===== src/rtl/motion_executor.sv =====
// Motion executor: accepts one motion command from task_manager, ramps motor
// PWM duty up, holds it for the commanded seconds, ramps it down, then pulses
// done. It drives the H-bridge PWM and direction pins directly.
module motion_executor #(
  parameter  int PWM_PERIOD = 256,
  parameter  int DUTY_MAX   = 200,
  parameter  int RAMP_STEP  = 8,
  parameter  int RAMP_DIV   = 1024,
  localparam int DW         = $clog2(PWM_PERIOD + 1)
) (
  input  logic          clk,
  input  logic          reset_n,
  input  logic          oneHz_enable,
  input  logic          cmd_valid,
  input  logic [1:0]    cmd_op,
  input  logic [3:0]    cmd_secs,
  input  logic          abort,
  output logic          cmd_ready,
  output logic          done,
  output logic          busy,
  output logic [1:0]    state,
  output logic [DW-1:0] duty,
  output logic          pwm_left,
  output logic          pwm_right,
  output logic          dir_left,
  output logic          dir_right
);

  localparam int CW = (PWM_PERIOD > 1) ? $clog2(PWM_PERIOD) : 1;
  localparam int RW = (RAMP_DIV > 1) ? $clog2(RAMP_DIV) : 1;

  typedef enum logic [1:0] {
    IDLE      = 2'b00,
    RAMP_UP   = 2'b01,
    RUN       = 2'b10,
    RAMP_DOWN = 2'b11
  } state_t;

  state_t        st;
  logic          pend;      // command latched, start/finish decided next edge
  logic [1:0]    op_q;
  logic [3:0]    secs_q;
  logic [RW-1:0] ramp_cnt;
  logic [CW-1:0] pwm_cnt;
  logic [DW-1:0] duty_q;
  logic [DW-1:0] duty_up;
  logic [DW-1:0] duty_dn;
  logic          done_q;
  logic          dl_q;
  logic          dr_q;
  logic          ramp_tick;
  logic          secs_last;

  assign ramp_tick = (ramp_cnt == RW'(RAMP_DIV - 1));
  assign secs_last = oneHz_enable && (secs_q == 4'd1);

  assign cmd_ready = (st == IDLE) && !pend;
  assign busy      = (st != IDLE);
  assign state     = st;
  assign duty      = duty_q;
  assign done      = done_q;
  assign dir_left  = dl_q;
  assign dir_right = dr_q;
  assign pwm_left  = (DW'(pwm_cnt) < duty_q);
  assign pwm_right = (DW'(pwm_cnt) < duty_q);

  // Saturating next-duty values for the ramp phases.
  always_comb begin
    duty_up = duty_q + DW'(RAMP_STEP);
    duty_dn = duty_q - DW'(RAMP_STEP);
    if (int'(duty_q) + RAMP_STEP >= DUTY_MAX) duty_up = DW'(DUTY_MAX);
    if (int'(duty_q) <= RAMP_STEP)            duty_dn = '0;
  end

  // Free-running PWM frame counter, independent of the command state.
  always_ff @(posedge clk or negedge reset_n) begin
    if (!reset_n)                             pwm_cnt <= '0;
    else if (pwm_cnt == CW'(PWM_PERIOD - 1))  pwm_cnt <= '0;
    else                                      pwm_cnt <= pwm_cnt + CW'(1);
  end

  // Command sequencer: accept, ramp up, hold, ramp down, done.
  always_ff @(posedge clk or negedge reset_n) begin
    if (!reset_n) begin
      st       <= IDLE;
      pend     <= 1'b0;
      op_q     <= '0;
      secs_q   <= '0;
      ramp_cnt <= '0;
      duty_q   <= '0;
      done_q   <= 1'b0;
      dl_q     <= 1'b0;
      dr_q     <= 1'b0;
    end else begin
      done_q <= 1'b0;
      case (st)
        IDLE: begin
          if (pend) begin
            pend <= 1'b0;
            if (op_q == 2'b00 || secs_q == 4'd0) begin
              done_q <= 1'b1;
            end else begin
              st       <= RAMP_UP;
              ramp_cnt <= '0;
              dl_q     <= (op_q != 2'b10);  // left wheel reverses only on turn left
              dr_q     <= (op_q != 2'b11);  // right wheel reverses only on turn right
            end
          end else if (cmd_valid) begin
            pend   <= 1'b1;
            op_q   <= cmd_op;
            secs_q <= cmd_secs;
          end
        end
        RAMP_UP, RUN: begin
          // abort beats the seconds tick; duty is frozen on the exit edge
          if (abort || secs_last) begin
            st       <= RAMP_DOWN;
            ramp_cnt <= '0;
            if (!abort) secs_q <= 4'd0;
          end else begin
            if (oneHz_enable) secs_q <= secs_q - 4'd1;
            if (st == RAMP_UP) begin
              if (ramp_tick) begin
                ramp_cnt <= '0;
                duty_q   <= duty_up;
                if (duty_up == DW'(DUTY_MAX)) st <= RUN;
              end else begin
                ramp_cnt <= ramp_cnt + RW'(1);
              end
            end
          end
        end
        RAMP_DOWN: begin
          if (duty_q == '0) begin
            st     <= IDLE;
            done_q <= 1'b1;
            dl_q   <= 1'b0;
            dr_q   <= 1'b0;
          end else if (ramp_tick) begin
            ramp_cnt <= '0;
            duty_q   <= duty_dn;
            if (duty_dn == '0) begin
              st     <= IDLE;
              done_q <= 1'b1;
              dl_q   <= 1'b0;
              dr_q   <= 1'b0;
            end
          end else begin
            ramp_cnt <= ramp_cnt + RW'(1);
          end
        end
      endcase
    end
  end

endmodule

===== config.mk =====
export PLATFORM = sky130hd
export DESIGN_NAME = motion_executor
export DESIGN_NICKNAME = d
export VERILOG_FILES = /design/src/rtl/motion_executor.sv
export SDC_FILE = /design/constraint.sdc
export NUM_CORES = 1
export LEC_CHECK = 0
export CAP_MARGIN = 25
export CORE_MARGIN = 2
export CORE_UTILIZATION = 35
export CTS_CLUSTER_DIAMETER = 120
export DETAILED_ROUTE_END_ITERATION = 10
export PLACE_DENSITY = 0.58
export SYNTH_ARGS = -nofsm -noshare
export SYNTH_HDL_FRONTEND = slang
export SYNTH_SLANG_ARGS = --single-unit

===== constraint.sdc =====
create_clock -name clk -period 5 [get_ports clk]
set_clock_uncertainty 0.15 [all_clocks]
set_input_delay 1 -clock clk [delete_from_list [all_inputs] [get_ports clk]]
set_output_delay 1 -clock clk [all_outputs]
set_load 0.02 [all_outputs]

# == Word-level counts from Yosys, hierarchy flattened ==
# Index checks and enable logic that the tools add are counted.
# word_totals
inputBits,11
elab_cells,115
reg_bits,39
# op_classes
n_addsub,6
bitwise,1
n_lt_le_gt_ge,3
eq_ne,25
muxes,49
reduce_logical,21
# op_table
op,count
$mux W9,7
$mux W10,6
$pmux W10 S3,1
$ne A2 B2 Y1 const B,11
$ne A3 B3 Y1 const B,7
$mux W4,5
$logic_not A9 Y1,2
$mux W2,9
$pmux W9 S2,1
$mux W1,14
$add A10 B1 Y10 const B,1
$add A9 B4 Y10 const B,1
$eq A10 B10 Y1 const B,1
$ge A10 B8 Y1 const B,1
$reduce_and A5 Y1,2
$add A9 B4 Y9 const B,1
$eq A9 B8 Y1 const B,1
$le A9 B4 Y1 const B,1
$lt A8 B9 Y1,1
$sub A9 B4 Y9 const B,1
$add A8 B1 Y8 const B,1
$eq A8 B8 Y1 const B,1
$mux W8,1
$pmux W4 S2,1
other kinds (18),27

# == Depth between registers and ports, before layout ==
# Gate-level depths: netlist of the first run.
# logic_depth
depth_word,9
ltp_mapped,9
depth_no_buf,8

# == Least setup slack after synthesis of the first run ==
# Ideal clock, no wire load.
# synth_timing
kind,register to output
start,register duty_q[5] (netlist: duty[5])
end,output pwm_right
path_stages_with_launch,9
t_required_ns,3.850
path_slack_ns,1.628
arrival_time_ns,2.222
path_cell_list,dfrtp_1 clkbuf_1 inv_1 ha_1 a21o_1 a21oi_1 o21ai_0 a31oi_1 buf_4
# synth_via
elab_chain_len,1
# synth_rtl
item,line_no,source
"start, declared",45,logic [DW-1:0] duty_q;
"start signal, assigned",125,duty_q <= duty_up;
"start signal, assigned",141,duty_q <= duty_dn;
$lt A8 B9 Y1,-,
"end, declared",24,"output logic pwm_right,"
# No other way between the ends.

# == Worst setup path after layout of the first run ==
# layout_timing
start,register duty_q[5] (netlist: duty[5])
end,output pwm_left
# layout_via
elab_chain_len,1
# layout_rtl
item,line_no,source
$lt A8 B9 Y1,64,assign pwm_left = (DW'(pwm_cnt) < duty_q);
"end, declared",23,"output logic pwm_left,"
# No other way between the ends.

==> summary.json, run 1 <==
{
  "status": {"value": "complete, no violations"},
  "gpl.final_weighted_congestion": {"value": 0.8321},
  "p_per_area": {"value": 421.8, "unit": "mW/mm^2"},
  "cellLeakagePower": {"value": 1.313, "unit": "nW"},
  "maxcap_viol_count": {"value": 0},
  "crit_chain": {"value": "inv_1 > ha_1 > a21o_1 > a21oi_1 > o21ai_0 > a31oi_1 > clkdlybuf4s50_1"},
  "antenna-diode-count": {"value": 0},
  "first_global_vias": {"value": 2094},
  "yosysMostFrequentCell": {"value": "dfrtp_1"},
  "synth_largest_type_area_fraction": {"value": 0.3799},
  "wl_per_cell": {"value": 13.38, "unit": "um"},
  "synth-edff-count": {"value": 0},
  "r2r.worst_path.cells": {"value": 8},
  "numPlacedInstances": {"value": 404},
  "cp.arrival": {"value": 2.59, "unit": "ns"},
  "clock_power_share": {"value": 0.206},
  "hold_violations": {"value": 0},
  "critPathCapture": {"value": "pwm_left"},
  "final_max_slew_viol_count": {"value": 0},
  "routed_vias_inst": {"value": 5.189},
  "yosys_most_used_dff": {"value": "dfrtp_1"},
  "worst_r2r_startpoint": {"value": "state[0]$_DFFE_PN0P_"},
  "grt_pass1_wl": {"value": 9.639, "unit": "mm"},
  "cp_data_required_time": {"value": 3.85, "unit": "ns"},
  "slew_at_the_pin_with_the_worst_max_slew_slack": {"value": 0.8909, "unit": "ns"},
  "timing.fmax": {"value": 267.1, "unit": "MHz"},
  "routed_wirelength": {"value": 5.513, "unit": "mm"},
  "endpoint_kind": {"value": "output pin"},
  "path_buf_inv": {"value": 2},
  "core": {"value": 0.007176, "unit": "sq mm"},
  "die_h": {"value": 89.67, "unit": "um"},
  "crit_fanout": {"value": 17},
  "cp_slowest_cell": {"value": "dfrtp_1"},
  "grt_start_max_net_pins": {"value": 40},
  "grt_antenna_before_repair": {"value": 0},
  "timing.critical_path.max_delay_family": {"value": "buffers and inverters"},
  "number_of_different_library_cells_in_the_post_synthesis_netlist": {"value": 54},
  "dieWidth": {"value": 89.67, "unit": "um"},
  "sw_frac_of_total": {"value": 0.3987},
  "dp.final_hpwl": {"value": 3.966, "unit": "mm"},
  "setup-tns-final": {"value": 0, "unit": "ns"},
  "seq_power_share": {"value": 0.330},
  "power_frac_comb": {"value": 0.464},
  "power.net_switching": {"value": 0.5077, "unit": "mW"},
  "worst-path-stages": {"value": 7},
  "crit_path_largest_cell_delay": {"value": 0.65, "unit": "ns"},
  "tritoncts_num_sinks": {"value": 39},
  "synthesis.yosys.warnings": {"value": 0},
  "final-setup-viol-count": {"value": 0},
  "ioPinCount": {"value": 29},
  "setup_repair_after_global_routing_missed_its_margin": {"value": "no"},
  "placement.io_buffers": {"value": 28},
  "grt_overflow_total": {"value": 0},
  "layout_worst_path_cycle_share": {"value": 0.7488},
  "cts_root_buf": {"value": "clkbuf_8"},
  "drt_first_pass_iters": {"value": 4},
  "cp-start-kind": {"value": "flop"},
  "worst_skew_pair.late_latency": {"value": 0.29, "unit": "ns"},
  "synthesis.instances": {"value": 288},
  "first_iter_violations": {"value": 75},
  "slew_headroom": {"value": 0.4061},
  "effective_utilization_at_floorplan": {"value": 0.3580},
  "area_delta_synth_final": {"value": 17.54, "unit": "%"},
  "layout.cells.non_filler": {"value": 412},
  "setup.worst_path.start": {"value": "duty[5]$_DFFE_PN0P_"},
  "regToRegSetupSlack": {"value": 2.04, "unit": "ns"},
  "criticalPathCategory": {"value": "reg2out"},
  "drive_gt1_frac": {"value": 0.06390},
  "beginning_of_the_worst_hold_path": {"value": "pwm_cnt[0]$_DFF_PN0_"},
  "ctsResizeCount": {"value": 0},
  "synth.net_count": {"value": 318},
  "floorplan.die_area": {"value": 0.008041, "unit": "sq mm"},
  "post_synth_instance_area": {"value": 0.002569, "unit": "sq mm"},
  "remaining_drc_errors": {"value": 0},
  "synth_seq_area_share": {"value": 0.3799},
  "r2r_end": {"value": "duty[8]$_DFFE_PN0P_"},
  "tritoncts": {"value": "done"},
  "globalRouteTotalUtil": {"value": 0.1525},
  "min_period": {"value": 3.744, "unit": "ns"},
  "cts.clk_slew.worst_paths": {"value": 0.08, "unit": "ns"},
  "h-tree-depth": {"value": 2},
  "synth.ff_latch_count": {"value": 39},
  "synth_commonest_cells": {"value": "dfrtp_1 (39), nand2_1 (25), inv_1 (23), nor2_1 (20)"},
  "hold_buffers": {"value": 0},
  "synthTopCellsByArea": {"value": "dfrtp_1 (38%), ha_1 (9.3%), o21ai_0 (3.7%)"},
  "cts_post_setup_buffers_inserted": {"value": 0},
  "p_int": {"value": 0.7658, "unit": "mW"},
  "max-vdd-ir-drop": {"value": 0.2538, "unit": "mV"},
  "via_count": {"value": 2138},
  "finish.net_count": {"value": 342},
  "drt.antenna.violating_nets": {"value": 0},
  "synthArstFlopShare": {"value": 1.000},
  "cts.path.max_buffers": {"value": 2},
  "min-delay-path-class": {"value": "reg2reg"},
  "rows": {"value": 31},
  "syn-mean-instance-area": {"value": 8.919, "unit": "sq um"},
  "tritoncts_buffers": {"value": 5},
  "synth_area_leader_cell": {"value": "dfrtp_1"}
}
[worst min path at each step]
stage	slack, ns	to	cells past startpoint
after detailed placement	0.34	pwm_cnt[0]$_DFF_PN0_	1
after global placement	0.34	ramp_cnt[9]$_DFFE_PN0P_	1
after floorplan	0.31	pwm_cnt[0]$_DFF_PN0_	1
after CTS	0.35	pwm_cnt[0]$_DFF_PN0_	1
after global routing	0.39	ramp_cnt[9]$_DFFE_PN0P_	1
final	0.35	pwm_cnt[0]$_DFF_PN0_	1
[kinds of logic after synthesis]
logic type | Yosys count | synth area share
buffers and inverters | 35 | 0.06040
AO/OA/AOI/OAI | 82 | 0.2226
adder cells (fa/ha/maj) | 19 | 0.09255
multiplexers | 5 | 0.02094
flip-flops | 39 | 0.3799
XOR/XNOR | 8 | 0.02727
AND/OR/NAND/NOR | 100 | 0.1963
[through the flow]
stage               power, mW    util  worst slack, ns  hold WS, ns  instance area, sq um
floorplan              0.8609       -            1.628       0.3076                  2569
global placement        1.016  0.4051            1.525       0.3363                  2907
detailed placement      1.019  0.4051            1.476       0.3413                  2907
CTS                     1.290  0.4208            1.255       0.3537                  3019
global route            1.383  0.4208            1.104       0.3937                  3019
finish                  1.273  0.4208            1.256       0.3496                  3019
[power groups by stage]
stage | Sequential (mW) | Combinational, mW | Clock (mW)
after floorplan | 0.434 | 0.427 | 0
after global placement | 0.426 | 0.590 | 0
after detailed placement | 0.426 | 0.593 | 0
after CTS | 0.421 | 0.596 | 0.273
after global routing | 0.430 | 0.666 | 0.286
final | 0.420 | 0.590 | 0.263
[registers in the layout, indices dropped and copies added (netlist names)]
| register | flops |
|---|---|
| dir_right | 1 |
| duty | 9 |
| pend | 1 |
| op_q | 2 |
| secs_q | 4 |
| done | 1 |
| state | 2 |
| dir_left | 1 |
| pwm_cnt | 8 |
| ramp_cnt | 10 |
[layout make-up]
| cell class | instances | area (sq um) |
|---|---|---|
| Tap cell | 99 | 123.9 |
| Inverter | 23 | 86.33 |
| Clock inverter | 3 | 43.79 |
| Multi-Input combinational cell | 214 | 1438 |
| Sequential cell | 39 | 975.9 |
| Fill cell | 720 | 4156 |
| Clock buffer | 5 | 68.82 |
| Timing Repair Buffer | 29 | 282.8 |
[layer usage]
| metal | track usage | up-vias | wire length [um] |
|---|---|---|---|
| li1 | - | 1084 | - |
| met1 | 0.2088 | 1004 | 2694 |
| met2 | 0.2447 | 45 | 2549 |
| met3 | 0.03199 | 5 | 213 |
| met4 | 0.04206 | 0 | 55 |
| met5 | 0 | - | 0 |
[placed cells by master (no fill, tap or decap), drive strengths merged, types with 4 or more instances in the layout]
master         instances
xor2                   4
ha                    19
a21o                   8
xnor2                  4
a32oi                  4
and3                   6
nand2b                 4
and2                   6
nand2                 25
a31oi                  7
clkdlybuf4s50         27
nor2                  20
clkbuf                 5
inv                   23
nor3                   8
dfrtp                 39
a21oi                 16
nand3                 12
o21ai                 19
Note: power is estimated with default switching activity, not from simulation.
==> run 2: changes to the inputs <==
==> constraint.sdc (replaced) <==
create_clock -name clk -period 3.8 [get_ports clk]
set_clock_uncertainty 0.15 [all_clocks]
set_input_delay 0.76 -clock clk [delete_from_list [all_inputs] [get_ports clk]]
set_output_delay 0.76 -clock clk [all_outputs]
set_load 0.02 [all_outputs]
==> summary.json, run 2 (synthesized netlist as in run 1, its figures left out) <==
{
  "area_delta_synth_final": {"value": 18.70, "unit": "%", "change": "was 17.54%"},
  "cts.clk_slew.worst_paths": {"value": 0.08, "unit": "ns", "change": "about the same"},
  "final-setup-viol-count": {"value": 0, "change": "unchanged"},
  "min-delay-path-class": {"value": "reg2reg", "change": "unchanged"},
  "max-vdd-ir-drop": {"value": 0.3045, "unit": "mV", "change": "was 0.2538 mV"},
  "crit_fanout": {"value": 11, "change": "was 17"},
  "layout_worst_path_cycle_share": {"value": 0.8938},
  "timing.fmax": {"value": 294.4, "unit": "MHz"},
  "regToRegSetupSlack": {"value": 0.88, "unit": "ns", "change": "was 2.04 ns"},
  "design_area": {"value": 0.003049, "unit": "sq mm", "change": "was 0.003019 sq mm"},
  "dp.final_hpwl": {"value": 4.061, "unit": "mm", "change": "was 3.966 mm"},
  "cts_root_buf": {"value": "clkbuf_8", "change": "unchanged"},
  "hold_path_depth": {"value": 1, "change": "unchanged"},
  "remaining_drc_errors": {"value": 0, "change": "unchanged"},
  "effective_utilization_at_floorplan": {"value": 0.3580, "change": "unchanged"},
  "hold_buffers": {"value": 0, "change": "unchanged"},
  "finish.net_count": {"value": 346, "change": "was 342"},
  "ioPinCount": {"value": 29, "change": "unchanged"},
  "dieWidth": {"value": 89.67, "unit": "um", "change": "unchanged"},
  "p_per_area": {"value": 558.1, "unit": "mW/mm^2", "change": "was 421.8 mW/mm^2"},
  "floorplan.die_area": {"value": 0.008041, "unit": "sq mm", "change": "unchanged"},
  "final_critical_path_setup_slack": {"value": 0.4034, "unit": "ns", "change": "was 1.256 ns"},
  "cts.path.max_buffers": {"value": 2, "change": "unchanged"},
  "sw_frac_of_total": {"value": 0.3982, "change": "was 0.3987"},
  "layout_commonest_cell": {"value": "dfrtp_1", "change": "unchanged"},
  "r2r.worst_path.cells": {"value": 6, "change": "was 8"},
  "worst_skew_pair.late_latency": {"value": 0.30, "unit": "ns", "change": "was 0.29 ns"},
  "drive_gt1_frac": {"value": 0.07571, "change": "was 0.06390"},
  "cts_post_setup_buffers_inserted": {"value": 0, "change": "unchanged"},
  "clock_power_share": {"value": 0.207, "change": "was 0.206"},
  "power.net_switching": {"value": 0.6777, "unit": "mW", "change": "was 0.5077 mW"},
  "p_int": {"value": 1.024, "unit": "mW", "change": "was 0.7658 mW"},
  "ctsResizeCount": {"value": 0, "change": "unchanged"},
  "grt_start_max_net_pins": {"value": 40, "change": "unchanged"},
  "cp.arrival": {"value": 2.49, "unit": "ns", "change": "was 2.59 ns"},
  "timing.hold.ws": {"value": 0.3634, "unit": "ns", "change": "was 0.3496 ns"},
  "placement.setup.worst_slack": {"value": 0.7115, "unit": "ns", "change": "was 1.476 ns"},
  "max_flop_register": {"value": "ramp_cnt", "change": "unchanged"},
  "endpoint_kind": {"value": "output pin", "change": "unchanged"},
  "drt.antenna.violating_nets": {"value": 0, "change": "unchanged"},
  "slew_at_the_pin_with_the_worst_max_slew_slack": {"value": 0.8956, "unit": "ns", "change": "was 0.8909 ns"},
  "min_period": {"value": 3.397, "unit": "ns"},
  "via_count": {"value": 2196, "change": "was 2138"},
  "h-tree-depth": {"value": 2, "change": "unchanged"},
  "worst_r2r_startpoint": {"value": "duty[3]$_DFFE_PN0P_", "change": "was state[0]$_DFFE_PN0P_"},
  "cp-start-kind": {"value": "flop", "change": "unchanged"},
  "drt_first_pass_iters": {"value": 4, "change": "unchanged"},
  "core": {"value": 0.007176, "unit": "sq mm", "change": "unchanged"},
  "grt_antenna_before_repair": {"value": 0, "change": "unchanged"},
  "die_h": {"value": 89.67, "unit": "um", "change": "unchanged"},
  "first_global_vias": {"value": 2084, "change": "was 2094"},
  "tritoncts_num_sinks": {"value": 39, "change": "unchanged"},
  "antenna-diode-count": {"value": 0, "change": "unchanged"},
  "first_iter_violations": {"value": 63, "change": "was 75"},
  "power_frac_comb": {"value": 0.468, "change": "was 0.464"},
  "top_layer": {"value": "met4", "change": "unchanged"},
  "setup_repair_after_global_routing_missed_its_margin": {"value": "no", "change": "unchanged"},
  "post_dp_cell_area": {"value": 0.002937, "unit": "sq mm", "change": "was 0.002907 sq mm"},
  "beginning_of_the_worst_hold_path": {"value": "ramp_cnt[6]$_DFFE_PN0P_", "change": "was pwm_cnt[0]$_DFF_PN0_"},
  "grt_overflow_total": {"value": 0, "change": "unchanged"},
  "maxcap_viol_count": {"value": 0, "change": "unchanged"},
  "rows": {"value": 31, "change": "unchanged"},
  "met2_length": {"value": 2.636, "unit": "mm", "change": "was 2.549 mm"},
  "setup-tns-final": {"value": 0, "unit": "ns", "change": "unchanged"},
  "gpl.final_weighted_congestion": {"value": 0.8364, "change": "was 0.8321"},
  "mostFrequentLayoutCells": {"value": "dfrtp_1 (39), clkdlybuf4s50_1 (27), nand2_1 (25)", "change": "unchanged"},
  "globalRouteTotalUtil": {"value": 0.1510, "change": "was 0.1525"},
  "wl_per_cell": {"value": 13.39, "unit": "um", "change": "was 13.38 um"},
  "status": {"value": "complete, no violations", "change": "unchanged"},
  "cellLeakagePower": {"value": 1.333, "unit": "nW", "change": "was 1.313 nW"},
  "tritoncts": {"value": "done", "change": "unchanged"},
  "slew_headroom": {"value": 0.4029, "change": "was 0.4061"},
  "wl_met3": {"value": 177, "unit": "um", "change": "was 213 um"},
  "r2r_end": {"value": "state[0]$_DFFE_PN0P_", "change": "was duty[8]$_DFFE_PN0P_"},
  "met1Wirelength": {"value": 2.670, "unit": "mm", "change": "was 2.694 mm"},
  "tritoncts_buffers": {"value": 5, "change": "unchanged"},
  "criticalPathCategory": {"value": "reg2out", "change": "unchanged"},
  "cp_data_required_time": {"value": 2.89, "unit": "ns", "change": "was 3.85 ns"},
  "largest_register_ff_count": {"value": 10, "change": "unchanged"},
  "placement.io_buffers": {"value": 28, "change": "unchanged"},
  "final_max_slew_viol_count": {"value": 0, "change": "unchanged"},
  "routed_wirelength": {"value": 5.571, "unit": "mm", "change": "was 5.513 mm"},
  "hold_violations": {"value": 0, "change": "unchanged"},
  "grt_pass1_wl": {"value": 9.466, "unit": "mm", "change": "was 9.639 mm"},
  "seq_power_share": {"value": 0.325, "change": "was 0.330"},
  "worstHoldEndpoint": {"value": "ramp_cnt[6]$_DFFE_PN0P_", "change": "was pwm_cnt[0]$_DFF_PN0_"},
  "routed_vias_inst": {"value": 5.279, "change": "was 5.189"}
}
[run 2: metrics by stage]
step	total power, mW	util	cells
CTS	1.728	0.4249	416
detailed placement	1.364	0.4092	408
floorplan	1.133	-	288
finish	1.702	0.4249	416
global route	1.845	0.4249	416
global placement	1.357	0.4092	408
[run 2: how the worst max path moves through the flow]
stage | from | end | slack (ns)
6_report | duty[4]$_DFFE_PN0P_ | pwm_left | 0.40
2_1_floorplan | duty[5]$_DFFE_PN0P_ | pwm_right | 0.67
4_1_cts | duty[4]$_DFFE_PN0P_ | pwm_left | 0.37
5_1_grt | duty[3]$_DFFE_PN0P_ | pwm_left | 0.22
3_3_place_gp | duty[1]$_DFFE_PN0P_ | pwm_right | 0.78
3_5_place_dp | duty[4]$_DFFE_PN0P_ | pwm_left | 0.71
[run 2: per-layer routing]
| metal | up-vias | global-route usage |
|---|---|---|
| met2 | 33 | 0.2513 |
| met5 | - | 0 |
| met4 | 0 | 0.05834 |
| met1 | 1060 | 0.1942 |
| met3 | 8 | 0.02834 |
| li1 | 1095 | - |
[run 2: power groups by stage]
stage          clock network, mW  registers, mW  logic (mW)
2_1_floorplan                  0          0.570       0.562
3_3_place_gp                   0          0.560       0.796
3_5_place_dp                   0          0.560       0.805
4_1_cts                    0.369          0.553       0.807
5_1_grt                    0.380          0.568       0.896
6_report                   0.353          0.552       0.797
[run 2: area by class of cell]
type | count | area, sq um
Fill cell | 733 | 4126
Clock inverter | 3 | 43.79
Inverter | 23 | 86.33
Clock buffer | 5 | 68.82
Multi-Input combinational cell | 214 | 1438
Timing Repair Buffer | 33 | 312.8
Sequential cell | 39 | 975.9
Tap cell | 99 | 123.9
[run 2: worst max-delay path: stages, from the launching register on]
cell and delay (ns):
dfrtp_1 0.57, inv_1 0.16, ha_1 0.23, a21o_1 0.17
a21oi_1 0.12, o21ai_0 0.09, a31oi_1 0.21, clkdlybuf4s50_1 0.64
==> run 3: changes to the inputs <==
--- a/config.mk
+++ b/config.mk
@@ -10,7 +10,6 @@
 export CORE_UTILIZATION = 35
 export CTS_CLUSTER_DIAMETER = 120
 export DETAILED_ROUTE_END_ITERATION = 10
-export PLACE_DENSITY = 0.58
 export SYNTH_ARGS = -nofsm -noshare
 export SYNTH_HDL_FRONTEND = slang
 export SYNTH_SLANG_ARGS = --single-unit
==> summary.json, run 3 (synthesized netlist as in run 1, its figures left out) <==
{
  "status": {"value": "complete, no violations", "change": "unchanged"},
  "criticalPathCategory": {"value": "reg2out", "change": "unchanged"},
  "grt_antenna_before_repair": {"value": 0, "change": "unchanged"},
  "min-delay-path-class": {"value": "reg2reg", "change": "unchanged"},
  "tritoncts": {"value": "done", "change": "unchanged"},
  "layout_worst_path_cycle_share": {"value": 0.9209, "change": "was 0.8938"},
  "max_flop_register": {"value": "ramp_cnt", "change": "unchanged"},
  "max-vdd-ir-drop": {"value": 0.2805, "unit": "mV", "change": "was 0.3045 mV"},
  "endpoint_kind": {"value": "output pin", "change": "unchanged"},
  "final-setup-viol-count": {"value": 0, "change": "unchanged"},
  "dp.final_hpwl": {"value": 4.143, "unit": "mm", "change": "was 4.061 mm"},
  "cts_post_setup_buffers_inserted": {"value": 0, "change": "unchanged"},
  "layout_commonest_cell": {"value": "dfrtp_1", "change": "unchanged"},
  "wl_per_cell": {"value": 13.74, "unit": "um", "change": "was 13.39 um"},
  "placement.io_buffers": {"value": 28, "change": "unchanged"},
  "post_dp_cell_area": {"value": 0.002929, "unit": "sq mm", "change": "was 0.002937 sq mm"},
  "layout.cells.non_filler": {"value": 415, "change": "was 416"},
  "slew_headroom": {"value": 0.4015, "change": "was 0.4029"},
  "ctsResizeCount": {"value": 0, "change": "unchanged"},
  "floorplan.die_area": {"value": 0.008041, "unit": "sq mm", "change": "unchanged"},
  "crit_path_largest_cell_delay": {"value": 0.65, "unit": "ns", "change": "was 0.64 ns"},
  "setup_repair_after_global_routing_missed_its_margin": {"value": "no", "change": "unchanged"},
  "path_buf_inv": {"value": 2, "change": "unchanged"},
  "drive_gt1_frac": {"value": 0.07278, "change": "was 0.07571"},
  "mostFrequentLayoutCells": {"value": "dfrtp_1 (39), clkdlybuf4s50_1 (27), nand2_1 (25)", "change": "unchanged"},
  "grt_overflow_total": {"value": 0, "change": "unchanged"},
  "core": {"value": 0.007176, "unit": "sq mm", "change": "unchanged"},
  "hold_buffers": {"value": 0, "change": "unchanged"},
  "timing.fmax": {"value": 285.8, "unit": "MHz", "change": "was 294.4 MHz"},
  "drt_first_pass_iters": {"value": 4, "change": "unchanged"},
  "maxcap_viol_count": {"value": 0, "change": "unchanged"},
  "hold_violations": {"value": 0, "change": "unchanged"},
  "utilization": {"value": 0.4206, "change": "was 0.4249"},
  "effective_utilization_at_floorplan": {"value": 0.3580, "change": "unchanged"},
  "via_count": {"value": 2206, "change": "was 2196"},
  "final_max_slew_viol_count": {"value": 0, "change": "unchanged"},
  "remaining_drc_errors": {"value": 0, "change": "unchanged"},
  "finish.net_count": {"value": 345, "change": "was 346"},
  "cp_data_required_time": {"value": 2.89, "unit": "ns", "change": "about the same"},
  "cts.clk_slew.worst_paths": {"value": 0.09, "unit": "ns", "change": "was 0.08 ns"},
  "first_iter_violations": {"value": 111, "change": "was 63"},
  "routed_wirelength": {"value": 5.702, "unit": "mm", "change": "was 5.571 mm"},
  "numPlacedInstances": {"value": 407, "change": "was 408"},
  "ioPinCount": {"value": 29, "change": "unchanged"},
  "total_power": {"value": 1.646, "unit": "mW", "change": "was 1.702 mW"},
  "min_period": {"value": 3.499, "unit": "ns", "change": "was 3.397 ns"},
  "worst_skew_pair.late_latency": {"value": 0.30, "unit": "ns", "change": "about the same"},
  "cp_slowest_cell": {"value": "dfrtp_1", "change": "was clkdlybuf4s50_1"},
  "setup-tns-final": {"value": 0, "unit": "ns", "change": "unchanged"},
  "cts_root_buf": {"value": "clkbuf_8", "change": "unchanged"},
  "grt_start_max_net_pins": {"value": 40, "change": "unchanged"},
  "antenna-diode-count": {"value": 0, "change": "unchanged"},
  "drt.antenna.violating_nets": {"value": 0, "change": "unchanged"},
  "crit_fanout": {"value": 17, "change": "was 11"},
  "cellLeakagePower": {"value": 1.309, "unit": "nW", "change": "was 1.333 nW"},
  "globalRouteTotalUtil": {"value": 0.1563, "change": "was 0.1510"},
  "rows": {"value": 31, "change": "unchanged"},
  "routed_vias_inst": {"value": 5.316, "change": "was 5.279"},
  "timing.critical_path.max_delay_family": {"value": "buffers and inverters", "change": "unchanged"},
  "tritoncts_buffers": {"value": 5, "change": "unchanged"},
  "cp.arrival": {"value": 2.59, "unit": "ns", "change": "was 2.49 ns"},
  "tritoncts_num_sinks": {"value": 39, "change": "unchanged"},
  "area_delta_synth_final": {"value": 17.49, "unit": "%", "change": "was 18.70%"},
  "grt_pass1_wl": {"value": 9.804, "unit": "mm", "change": "was 9.466 mm"},
  "crit_chain": {"value": "inv_1 > ha_1 > a21o_1 > a21oi_1 > o21ai_0 > a31oi_1 > clkdlybuf4s50_1", "change": "unchanged"},
  "design_area": {"value": 0.003018, "unit": "sq mm", "change": "was 0.003049 sq mm"},
  "cts.path.max_buffers": {"value": 2, "change": "unchanged"},
  "die_h": {"value": 89.67, "unit": "um", "change": "unchanged"},
  "first_global_vias": {"value": 2057, "change": "was 2084"},
  "p_per_area": {"value": 545.3, "unit": "mW/mm^2", "change": "was 558.1 mW/mm^2"},
  "largest_register_ff_count": {"value": 10, "change": "unchanged"},
  "dieWidth": {"value": 89.67, "unit": "um", "change": "unchanged"},
  "h-tree-depth": {"value": 2, "change": "unchanged"},
  "gpl.final_weighted_congestion": {"value": 0.8415, "change": "was 0.8364"},
  "slew_at_the_pin_with_the_worst_max_slew_slack": {"value": 0.8977, "unit": "ns", "change": "was 0.8956 ns"},
  "cp-start-kind": {"value": "flop", "change": "unchanged"}
}
## run 3: cell count changes in the layout (fill, tap and decap cells not counted)
cell and delta:
clkinv_4 -1, buf_4 -1, bufinv_16 -1, clkinvlp_4 +2
## run 3: final cells by class
type | count | area (sq um)
clock buffer | 5 | 68.82
fill | 732 | 4158
tap | 99 | 123.9
inverter | 23 | 86.33
clock inverter | 3 | 20.02
multi-input combinational | 214 | 1438
sequential | 39 | 975.9
timing repair buffer | 32 | 305.3
## run 3: metrics by stage
stage	worst slack (ns)	hold WS [ns]
finish	0.3007	0.3567
floorplan	0.6684	0.3076
detailed placement	0.6192	0.3448
global route	0.09662	0.3804
CTS	0.2862	0.3633
global placement	0.6837	0.3386
## run 3: worst paths after layout
path / start / to / slack (ns) / depth (start not counted)
max in group asynchronous: reset_n / ramp_cnt[0]$_DFFE_PN0P_ / 2.51 / 1
min: pwm_cnt[0]$_DFF_PN0_ / pwm_cnt[0]$_DFF_PN0_ / 0.36 / 1
max: duty[5]$_DFFE_PN0P_ / pwm_right / 0.30 / 7
min in group asynchronous: reset_n / duty[6]$_DFFE_PN0P_ / 0.42 / 1
min reg2reg: pwm_cnt[0]$_DFF_PN0_ / pwm_cnt[0]$_DFF_PN0_ / 0.36 / 1
max reg2reg: duty[3]$_DFFE_PN0P_ / state[0]$_DFFE_PN0P_ / 0.97 / 6
## run 3: where the power goes
group	leakage (nW)	internal, mW	switching, mW	total [mW]
Combinational	0.770	0.342	0.464	0.806
Sequential	0.499	0.488	0.0642	0.552
Clock	0.0402	0.128	0.160	0.288
Total	1.31	0.957	0.688	1.65
## run 3: routing by layer
layer  vias up  wire, um  track usage
li1       1089         -            -
met1      1071      2676       0.2101
met2        42      2779       0.2513
met3         4       211      0.04022
met4         0        35      0.04071
met5         -         0            0
## run 3: worst reg2reg max path, cell delays in order (launching register included)
cell and delay [ns]:
dfrtp_1 0.61, inv_1 0.18, ha_1 0.39, o32ai_1 0.51, nand2_1 0.17, o221ai_1 0.34, mux2_2 0.38
==> RTL change 1: new RTL, flow settings as in run 2 <==
Put a register stage on the outputs `pwm_left` and `pwm_right`, with the module's reset. The values now appear one clock later. The other outputs are not delayed to match.
--- a/src/rtl/motion_executor.sv
+++ b/src/rtl/motion_executor.sv
@@ -61,8 +61,15 @@
   assign done      = done_q;
   assign dir_left  = dl_q;
   assign dir_right = dr_q;
-  assign pwm_left  = (DW'(pwm_cnt) < duty_q);
-  assign pwm_right = (DW'(pwm_cnt) < duty_q);
+  always_ff @(posedge clk or negedge reset_n) begin
+    if (!reset_n) begin
+      pwm_left  <= '0;
+      pwm_right <= '0;
+    end else begin
+      pwm_left  <= (DW'(pwm_cnt) < duty_q);
+      pwm_right <= (DW'(pwm_cnt) < duty_q);
+    end
+  end
 
   // Saturating next-duty values for the ramp phases.
   always_comb begin
Behaviour: no difference found for any inputs over 10 cycles, from zero or initial values and one cycle with reset_n low; that may be too few to reach the edited logic, so the function may still have changed.
==> RTL change 1 against run 2 <==
Cell area up 4.4%. Synthesized area up 5.6%. Count of clock-buffer cells in the layout up 1. Sequential cell count up 1. Wire length up 7.8%. Total power down 8.1%. Critical path depth down 2. Setup slack better by 0.38 ns.
==> RTL change 1: results (changes against run 2) <==
INFO  metric synth-seq-area-share = 36.9% (-1.1 points)
INFO  metric placed_cell_area = 3070 µm² (+4.4%)
INFO  metric post-dp-hpwl = 4.42 mm (+8.9%)
INFO  metric clock-root-buffer = clkbuf_8
INFO  metric synth_fa_ha_area_share = 8.30% (-0.95 points)
INFO  metric post_drt_wl_per_cell = 14.1 µm (+5.0%)
INFO  metric leakage = 0.00132 µW (-0.96%)
INFO  metric share_of_synthesized_area_spent_on_multiplexers = 1.34% (-0.76 points)
INFO  metric synth-xor-area-share = 3.18% (+0.45 points)
INFO  metric critical_path_arrival = 2.11 ns (-0.38 ns)
INFO  metric synth_top_cells_by_area = dfrtp_1 37%, ha_1 8.3%, o21ai_0 4.8%, inv_1 2.9%, nand2_1 2.9%
INFO  metric areaGrowthSynthToFinish = 17.3%
INFO  metric max-vdd-ir-drop = 0.146 mV (-52%)
INFO  metric initialDrtViolationCount = 96 (+52%)
INFO  metric clock_tree.buffer_depth = 2 (unchanged)
INFO  metric synth-compound-area-share = 23.0% (+0.71 points)
INFO  metric timing.slew.headroom = 59.3% (+19 points)
INFO  metric synth.cells.most_frequent = 40 x dfrtp_1, 26 x o21ai_0, 21 x inv_1, 21 x nand2_1, 21 x nor2_1
INFO  metric post_drt_via_cell_ratio = 5.27 (-0.22%)
INFO  metric cpPeakStageDelay = 0.61 ns (-0.03 ns)
INFO  metric status = complete, no violations
INFO  metric critPathMaxFanout = 6 (-5)
INFO  metric gp_routability_congestion = 0.835 (-0.12%)
INFO  metric synth_fp_nets = 325 (+2.2%)
INFO  metric yosysUniqueCellTypes = 65 (+20%)
INFO  metric global_route_wire_length_before_repair = 10.5 mm (+11%)
INFO  metric place.detailed.instances = 418 (+2.5%)
INFO  metric gr-usage-all-layers = 15.1% (-0.020 points)
INFO  metric fin_nets = 353 (+2.0%)
INFO  metric grt_start_max_net_pins = 41 (+2.5%)
INFO  metric num-fill-cells = 767 (+4.6%)
INFO  metric dr_total_vias = 2249 (+2.4%)
[RTL change 1: path summary, 6_finish.rpt]
kind | from | endpoint | slack [ns] | cells past startpoint
max in group asynchronous | reset_n | duty[5] | 2.85 | 2
max | state[0] | cmd_ready | 0.78 | 5
min reg2reg | ramp_cnt[5] | ramp_cnt[5] | 0.34 | 1
min in group clk | ramp_cnt[5] | ramp_cnt[5] | 0.34 | 1
min | reset_n | ramp_cnt[1] | 0.20 | 1
max reg2reg | state[0] | duty[1] | 1.00 | 8
[RTL change 1: layout make-up]
cell class	instances	share of cell area (%)
multi-input combinational	223	49.0
timing repair buffer	31	9.75
clock buffer	6	2.59
tap	102	4.01
clock inverter	2	0.472
sequential	40	31.4
inverter	23	2.75
[RTL change 1: layer usage]
| metal | part of all wire, % | track usage (%) |
|---|---|---|
| met1 | 50 | 20.7 |
| met2 | 45 | 24.6 |
| met3 | 3.4 | 2.79 |
| met4 | 1.1 | 3.86 |
| met5 | 0 | 0 |
[RTL change 1: logic make-up (layout without fill, tap and decap cells)]
logic type	after synthesis	in the layout
XOR/XNOR	9	9
multiplexers	3	3
adder cells (fa/ha/maj)	18	18
flip-flops	40	40
AND/OR/NAND/NOR	106	106
buffers and inverters	33	62
AO/OA/AOI/OAI	87	87
[RTL change 1: worst register-to-register path: cells and delay by family (launching register included)]
kind	cells	cell delay [ns]
compound gates	2	0.58
buf+inv	2	0.25
fa+ha+maj	1	0.42
flops	1	0.45
simple gates	3	0.84
[RTL change 1: power by group]
group          internal (µW)  total [µW]  switching [µW]
combinational            280         689             409
clock                    147         309             162
sequential               496         565            69.4
==> RTL change 2: new RTL, settings of run 2 <==
Made on the original files. Change the parameter `PWM_PERIOD` from 256 to 512.
--- a/src/rtl/motion_executor.sv
+++ b/src/rtl/motion_executor.sv
@@ -2,7 +2,7 @@
 // PWM duty up, holds it for the commanded seconds, ramps it down, then pulses
 // done. It drives the H-bridge PWM and direction pins directly.
 module motion_executor #(
-  parameter  int PWM_PERIOD = 256,
+  parameter  int PWM_PERIOD = 512,
   parameter  int DUTY_MAX   = 200,
   parameter  int RAMP_STEP  = 8,
   parameter  int RAMP_DIV   = 1024,
Ports: changed (resized duty); port bits go from 29 to 30. No check against the original RTL was run, so the function may have changed too.
==> RTL change 2 against run 2 <==
Setup slack worse by 0.093 ns. Total power is 0.85% higher. Die area is 7.2% higher. First-iteration DRC count grew to 2.8 times the old value. Synthesized area is 7.5% higher. Global-route usage is 0.20 points higher. Wire length is 12% higher. Worst hold slack worse by 0.087 ns. Cell area is 7.1% higher. Critical path depth is 1 higher. Sequential cell count is 2 higher.
==> RTL change 2: results (changes against run 2) <==
INFO  metric gp_routability_congestion = 0.907 (+8.5%)
INFO  metric synth_fp_nets = 336 (+5.7%)
INFO  metric clock_transition_at_the_registers_of_the_reported_paths = 0.08 ns (about the same)
INFO  metric wl_met3 = 208 µm (+18%)
INFO  metric switching_power = 713 µW (+5.3%)
INFO  metric status = complete, no violations
INFO  metric post-dp-hpwl = 4.58 mm (+13%)
INFO  metric global_route_wire_length_before_repair = 10.6 mm (+12%)
INFO  metric initialDrtViolationCount = 177 (+180%)
INFO  metric number_of_global_route_vias_before_repair = 2220 (+6.5%)
INFO  metric portBuffers = 29 (+3.6%)
INFO  metric hold_path.class = primary input to asynchronous set/reset pin
INFO  metric timing.hold.ws = 0.277 ns (-0.0867 ns)
INFO  metric fin_nets = 364 (+5.2%)
INFO  metric critical_path_arrival = 2.58 ns (+0.09 ns)
INFO  metric max-vdd-ir-drop = 0.362 mV (+19%)
INFO  metric drive_above_1_share = 8.71% (+1.1 points)
INFO  metric routed-wl-met2 = 2.77 mm (+5.2%)
INFO  metric grt_start_max_net_pins = 42 (+5.0%)
INFO  metric maxUsedRoutingLayer = met4
INFO  metric preCtsSetupSlack = 0.606 ns (-0.106 ns)
INFO  metric clock_latency = 0.29 ns
INFO  metric synth-seq-area-share = 37.2% (-0.84 points)
INFO  metric leakage = 0.00137 µW (+3.1%)
INFO  metric dr_total_vias = 2320 (+5.6%)
INFO  metric synth.cells.most_frequent = 41 x dfrtp_1, 32 x nor2_1, 22 x inv_1
INFO  metric gr-usage-all-layers = 15.3% (+0.20 points)
INFO  metric critPathMaxFanout = 7 (-4)
INFO  metric r2r_cells = 8 (+2)
INFO  metric postRouteWirelength = 6.25 mm (+12%)
INFO  metric regToRegEndpoint = ramp_cnt[5]
INFO  metric yosysUniqueCellTypes = 60 (+11%)
INFO  metric slew_at_the_pin_closest_to_its_max_slew_limit = 0.692 ns (-0.203 ns)
INFO  metric r2r_slack = 1.05 ns (+0.17 ns)
INFO  metric num-fill-cells = 799 (+9.0%)
INFO  metric r2r-start = state[0]
INFO  metric route.layer.met1.wl = 3.19 mm (+20%)
INFO  metric synth_top_cells_by_area = dfrtp_1 37%, ha_1 9.5%, nor2_1 4.3%, xnor2_1 3.8%, a21oi_1 3.4%
[RTL change 2: changes by cell type after synthesis, moves of 4 or more]
cell and delta:
or3_1 +4, and2_1 -6, xnor2_1 +8, nand2_1 -11
nor2_1 +12
[RTL change 2: power groups by stage]
stage / clock network, µW / logic (µW) / registers (µW)
after detailed placement: 0 / 782 / 580
after CTS: 370 / 786 / 572
final: 356 / 788 / 572
after floorplan: 0 / 564 / 590
after global placement: 0 / 776 / 580
after global routing: 385 / 875 / 582
[RTL change 2: stage by stage]
stage          cell area, µm²  utilization [%]  std cells
2_1_floorplan            2760                -        304
6_report                 3260             42.5        435
4_1_cts                  3240             42.1        434
3_5_place_dp             3130             40.7        426
5_1_grt                  3260             42.5        435
3_3_place_gp             3130             40.7        426
[RTL change 2: routing by layer]
metal,track usage [%],vias to the layer above
li1,-,1147
met1,21.9,1122
met2,23.7,45
met3,2.69,6
met4,4.29,0
met5,0,-
[RTL change 2: area by class of cell]
type | instances | area [µm²] | share of cell area, %
multi-input combinational | 228 | 1590 | 48.6
sequential | 41 | 1030 | 31.4
timing repair buffer | 31 | 320 | 9.81
tap | 102 | 128 | 3.91
inverter | 25 | 93.8 | 2.87
clock buffer | 6 | 72.6 | 2.22
clock inverter | 2 | 38.8 | 1.19
[RTL change 2: worst max path at each step]
stage                 start         to  slack, ns  cells after the start
floorplan           duty[6]  pwm_right       0.72                      9
finish              duty[5]  pwm_right       0.31                      8
global route        duty[5]  pwm_right       0.11                      8
CTS                 duty[5]  pwm_right       0.27                      8
global placement    duty[5]  pwm_right       0.67                      8
detailed placement  duty[5]  pwm_right       0.61                      8
[RTL change 2: cells by family (layout without fill, tap and decap cells)]
logic type	after synthesis	count (layout)	synth area share (%)
compound gates	80	80	19.6
fa+ha+maj	21	21	9.52
buf+inv	35	64	5.44
flops	41	41	37.2
mux	3	3	1.18
simple gates	109	109	22.4
xor+xnor	15	15	4.76
[RTL change 2: critical path, cell delays in order, from the launching register on]
cell	delay, ns
dfrtp_1	0.50
inv_1	0.17
ha_1	0.34
a211oi_1	0.20
nor2_1	0.06
nor2_1	0.08
o31ai_1	0.08
a31oi_1	0.22
clkdlybuf4s50_1	0.64
